File: src/rtl/spi_reg_ctrl.sv
// Register-bank controller behind the SPI slave: SPI/local arbitration, fast commands, status byte.
// SPI side is zero-latency and never stalls; local side waits on SPI writes and on bank clear.
module spi_reg_ctrl #(
  parameter int ADDR_W = 6,
  parameter int REG_W  = 16
) (
  input  logic              clk,
  input  logic              rst,
  input  logic [ADDR_W-1:0] spi_addr,
  input  logic [REG_W-1:0]  spi_wdata,
  input  logic              spi_wr,
  output logic [REG_W-1:0]  spi_rdata,
  input  logic [5:0]        fastcmd,
  input  logic              fastcmd_vld,
  output logic [7:0]        status,
  input  logic              loc_req,
  input  logic              loc_we,
  input  logic [ADDR_W-1:0] loc_addr,
  input  logic [REG_W-1:0]  loc_wdata,
  output logic              loc_gnt,
  output logic [REG_W-1:0]  loc_rdata,
  output logic              loc_rvld,
  output logic              evt,
  output logic [5:0]        evt_code
);

  localparam int NREGS = 1 << ADDR_W;

  localparam logic [0:0] ST_IDLE  = 1'b0;
  localparam logic [0:0] ST_CLEAR = 1'b1;

  localparam logic [5:0] FC_CLEAR  = 6'h00;
  localparam logic [5:0] FC_LOCK   = 6'h01;
  localparam logic [5:0] FC_UNLOCK = 6'h02;
  localparam logic [5:0] FC_ERRCLR = 6'h3F;

  logic [REG_W-1:0]  bank_q [NREGS];

  logic [0:0]        state_q, state_d;
  logic [ADDR_W-1:0] clr_cnt_q, clr_cnt_d;
  logic              locked_q, locked_d;
  logic              err_q, err_d;
  logic [REG_W-1:0]  loc_rdata_q, loc_rdata_d;
  logic              loc_rvld_q, loc_rvld_d;
  logic              evt_q, evt_d;
  logic [5:0]        evt_code_q, evt_code_d;

  logic              idle;
  logic              spi_wr_ok;
  logic              bank_we;
  logic [ADDR_W-1:0] bank_waddr;
  logic [REG_W-1:0]  bank_wdat;

  assign idle      = (state_q == ST_IDLE);
  assign spi_wr_ok = spi_wr && idle && !locked_q;
  assign loc_gnt   = loc_req && idle && !spi_wr;

  assign spi_rdata = bank_q[spi_addr];
  assign loc_rdata = loc_rdata_q;
  assign loc_rvld  = loc_rvld_q;
  assign evt       = evt_q;
  assign evt_code  = evt_code_q;
  assign status    = {!idle, locked_q, err_q, 5'b0};

  // Single bank write port: clear, SPI and local grants are mutually exclusive by construction.
  always_comb begin
    bank_we    = 1'b0;
    bank_waddr = '0;
    bank_wdat  = '0;
    if (!idle) begin
      bank_we    = 1'b1;
      bank_waddr = clr_cnt_q;
    end else if (spi_wr_ok) begin
      bank_we    = 1'b1;
      bank_waddr = spi_addr;
      bank_wdat  = spi_wdata;
    end else if (loc_gnt && loc_we) begin
      bank_we    = 1'b1;
      bank_waddr = loc_addr;
      bank_wdat  = loc_wdata;
    end
  end

  always_comb begin
    state_d     = state_q;
    clr_cnt_d   = clr_cnt_q;
    locked_d    = locked_q;
    err_d       = err_q;
    loc_rdata_d = loc_rdata_q;
    loc_rvld_d  = 1'b0;
    evt_d       = 1'b0;
    evt_code_d  = evt_code_q;

    if (idle) begin
      if (fastcmd_vld && fastcmd == FC_CLEAR) begin
        state_d   = ST_CLEAR;
        clr_cnt_d = '0;
      end
    end else begin
      clr_cnt_d = clr_cnt_q + ADDR_W'(1);
      if (clr_cnt_q == {ADDR_W{1'b1}}) begin
        state_d = ST_IDLE;
      end
    end

    if (fastcmd_vld && fastcmd == FC_LOCK) begin
      locked_d = 1'b1;
    end else if (fastcmd_vld && fastcmd == FC_UNLOCK) begin
      locked_d = 1'b0;
    end

    // A dropped write outranks an error clear in the same cycle.
    if (spi_wr && (locked_q || !idle)) begin
      err_d = 1'b1;
    end else if (fastcmd_vld && fastcmd == FC_ERRCLR) begin
      err_d = 1'b0;
    end

    if (fastcmd_vld && fastcmd != FC_CLEAR && fastcmd != FC_LOCK &&
        fastcmd != FC_UNLOCK && fastcmd != FC_ERRCLR) begin
      evt_d      = 1'b1;
      evt_code_d = fastcmd;
    end

    if (loc_gnt && !loc_we) begin
      loc_rvld_d  = 1'b1;
      loc_rdata_d = bank_q[loc_addr];
    end
  end

  always_ff @(posedge clk) begin
    if (rst) begin
      state_q     <= ST_IDLE;
      clr_cnt_q   <= '0;
      locked_q    <= 1'b0;
      err_q       <= 1'b0;
      loc_rdata_q <= '0;
      loc_rvld_q  <= 1'b0;
      evt_q       <= 1'b0;
      evt_code_q  <= '0;
    end else begin
      state_q     <= state_d;
      clr_cnt_q   <= clr_cnt_d;
      locked_q    <= locked_d;
      err_q       <= err_d;
      loc_rdata_q <= loc_rdata_d;
      loc_rvld_q  <= loc_rvld_d;
      evt_q       <= evt_d;
      evt_code_q  <= evt_code_d;
    end
  end

  always_ff @(posedge clk) begin
    if (rst) begin
      for (int i = 0; i < NREGS; i++) begin
        bank_q[i] <= '0;
      end
    end else if (bank_we) begin
      bank_q[bank_waddr] <= bank_wdat;
    end
  end

endmodule

File: config.mk
export PLATFORM = sky130hd
export DESIGN_NAME = spi_reg_ctrl
export DESIGN_NICKNAME = d
export VERILOG_FILES = /design/src/rtl/spi_reg_ctrl.sv
export SDC_FILE = /design/constraint.sdc
export NUM_CORES = 2
export LEC_CHECK = 0
export ABC_CLOCK_PERIOD_IN_PS = 5300
export BUFFER_PORTS_ARGS = -buffer_cell sky130_fd_sc_hd__buf_4
export CAP_MARGIN = 25
export CORE_MARGIN = 8
export CORE_UTILIZATION = 45
export CTS_CLUSTER_SIZE = 20
export DETAILED_ROUTE_END_ITERATION = 10
export GPL_TIMING_DRIVEN = 0
export RECOVER_POWER = 100
export SYNTH_ARGS = -nofsm -noshare
export SYNTH_HDL_FRONTEND = slang
export SYNTH_SLANG_ARGS = --single-unit
export TNS_END_PERCENT = 1
File: constraint.sdc
create_clock -name clk -period 5.3 [get_ports clk]
set_input_delay 1.325 -clock clk [delete_from_list [all_inputs] [get_ports clk]]
set_output_delay 1.325 -clock clk [all_outputs]
set_load 0.03 [all_outputs]
==> out/qor.csv <==
metric,value,unit
crit_path_start_kind,input pin,
syn_area_per_cell,14.09,µm²
final_area,0.06058,mm²
r2r_setup_slack,0.22,ns
reg2reg_to,bank_q[12][13]$_SDFFCE_PN0P_,
finalCritPeriodShare,102.5,%
grt.total_usage,31.45,%
max_stage_delay,0.76,ns
route.met2.wl,92520,µm
critPathSlowestCell,clkbuf_1,
drv_slew,23,
die_w,361.5,µm
skew,0.03860,ns
dpl.cell_count,5487,
postSynth.asyncResetShare,0,%
place_area,0.05711,mm²
timing.fmax,184.1,MHz
grt_max_degree,17,
yosys_most_used_dff,edfxtp_1,
violations,"max-capacitance violations, max-slew violations, negative setup slack",
clockBufferDepth,3,
clkTransAtPathRegs,0.06,ns
max-slew-margin-rel,-15.19,%
synthTopCellsByCount,"nor2_1, edfxtp_1, mux4_2, a22oi_1, clkbuf_1",
cp_max_fo,10,
port_buffers,94,
rr_worst_depth,8,
path_class,in -> out,
cp_common_cell,buf_4,
yosysMostFrequentCell,nor2_1,
synth-edff-count,1024,
grt_pass1_wl,288500,µm
yosysSeqAreaShare,58.49,%
routed_wl,210700,µm
syn_inst,3812,
routed_via_density,6.736,
postRouteAntennaNets,0,
yosysUniqueCellTypes,56,
p_per_area,333.4,mW/mm²
post_cts_buffers,0,
netlist.top_cell.by_area,edfxtp_1,
gr-total-overflow,0,
fin_nets,4132,
place.gp.congestion,1.022,
period_needed,5.433,ns
rr_startpoint,state_q$_SDFF_PP0_,
routed-wl-met3,26420,µm
grt_pass1_vias,37390,
core,0.1182,mm²
drt_iter0_drc,5970,
required,3.97,ns
end_kind,primary output,
synth_area,0.05370,mm²
antenna_found_initial,8,
status,finished with violations,
synth_top_cell_area_share,57.26,%
hpwlAfterDp,156700,µm
crit_chain,buf_4 > and2_1 > buf_1 > clkbuf_1 > a22oi_1 > a21oi_1 > or4_4 > buf_4,
stdcell_count,5710,
drtPass1Iterations,6,
areaGrowthSynthToFinish,12.81,%
num_vias,38460,
tightest_slew,1.728,ns
crit_start,spi_addr[2],
setup_viol,128,
yosys_warnings,0,
cts-htree-levels,3,
row_count,126,
cts.sinks,1057,
crit_end,spi_rdata[13],
max-cap-violations,1,
dieArea,0.1307,mm²
die_h,361.5,µm
setup_ws,-0.1331,ns
power.total,20.20,mW
drive_gt1_share,21.96,%
topRoutingLayerUsed,met5,
hold_viol_final,0,
synthTopCellsByArea,"edfxtp_1, mux4_2, nor2_1",
initial_core_util,45.42,%
leakage,20.35,nW
drt-met1-wl,76600,µm
cts_tree,built,
hp-class,reg -> reg,
cp.arrival,4.11,ns
peakVddDrop,0.3261,mV
clk_latency,0.73,ns
rsz0062_at_grt,yes,
cts_buffers,117,
wl_per_cell,36.90,µm
synth-seq-cells,1057,
cts_root_buf,clkbuf_16,
ios,105,
drc,0,
-- how the worst min path moves through the flow --
stage / start / end / slack (ns) / depth (start not counted)
final: err_q$_SDFFE_PP0P_ / err_q$_SDFFE_PP0P_ / 0.47 / 2
after global routing: err_q$_SDFFE_PP0P_ / err_q$_SDFFE_PP0P_ / 0.49 / 2
after CTS: err_q$_SDFFE_PP0P_ / err_q$_SDFFE_PP0P_ / 0.48 / 2
after detailed placement: err_q$_SDFFE_PP0P_ / err_q$_SDFFE_PP0P_ / 0.47 / 2
after global placement: err_q$_SDFFE_PP0P_ / err_q$_SDFFE_PP0P_ / 0.47 / 2
after floorplan: err_q$_SDFFE_PP0P_ / err_q$_SDFFE_PP0P_ / 0.44 / 2
-- final cells by class --
class | instances | area (µm²)
Clock inverter | 63 | 496.7
Buffer | 395 | 1861
Timing Repair Buffer | 140 | 1172
Inverter | 6 | 22.52
Antenna cell | 3 | 7.507
Sequential cell | 1057 | 31410
Clock buffer | 152 | 3193
Multi-Input combinational cell | 2358 | 20500
Tap cell | 1536 | 1922
Fill cell | 10230 | 57660
-- cell families (layout without fill, tap and decap cells) --
kind of cell	after synthesis	after routing	synth area share [%]
adders and majority gates	1	1	0.02329
DFF	1057	1057	58.49
other	1	8	0.006983
buffers and inverters	401	756	3.192
AOI/OAI and AO/OA	435	435	5.860
and+or+nand+nor	1318	1318	10.83
muxes	599	599	21.60
-- per-stage QoR --
step / TNS, ns / util [%] / setup WS, ns / hold WS, ns
5_1_grt: -1.847 / 51.23 / -0.1276 / 0.4861
3_3_place_gp: -503.85 / 47.65 / -2.537 / 0.4701
6_report: -6.449 / 51.24 / -0.1331 / 0.4746
2_1_floorplan: 0 / - / 0.1932 / 0.4387
3_5_place_dp: -190.21 / 48.30 / -1.650 / 0.4704
4_1_cts: -0.8043 / 51.79 / -0.09385 / 0.4789
-- critical path, delay by kind of cell --
family	cells	cell delay (ns)
buffers and inverters	4	1.66
AOI/OAI and AO/OA	2	0.69
and+or+nand+nor	2	0.41
-- where the power goes --
group	switching [mW]	internal, mW
combinational	1.66	0.845
sequential	0.167	9.47
clock	3.51	4.55
-- registers in the layout (all words and copies together) (netlist names) --
register	cells
bank_q	1024
clr_cnt_q	6
err_q	1
evt	1
evt_code	6
loc_rdata	16
loc_rvld	1
locked_q	1
state_q	1
-- cells in the final DEF (no fill, tap or decap), types with 30 or more instances in the layout --
cell type / Yosys / layout
buf_1: 62 / 30
mux4_2: 448 / 448
nand3_1: 44 / 101
nand2_1: 93 / 93
dfxtp_1: 33 / 33
clkbuf_1: 228 / 312
a21oi_1: 90 / 69
a22oi_1: 258 / 224
edfxtp_1: 1024 / 1024
mux2i_1: 151 / 151
buf_4: 20 / 99
a22oi_2: 0 / 34
buf_2: 82 / 37
clkbuf_16: 0 / 122
nor2_1: 1041 / 1041
-- metal layers --
layer,vias to the layer above,track usage [%]
met5,-,0
met4,4,18.59
met3,532,8.717
met2,2705,47.06
met1,19950,41.10
li1,15270,-
-- what timing repair did --
action	in CTS	in global routing
resized for setup	193	33
setup endpoints to repair	16	83
pin swaps	8	4
cloned	0	0
hold buffers	0	0
No activity file was read; power rests on OpenSTA's default activity.
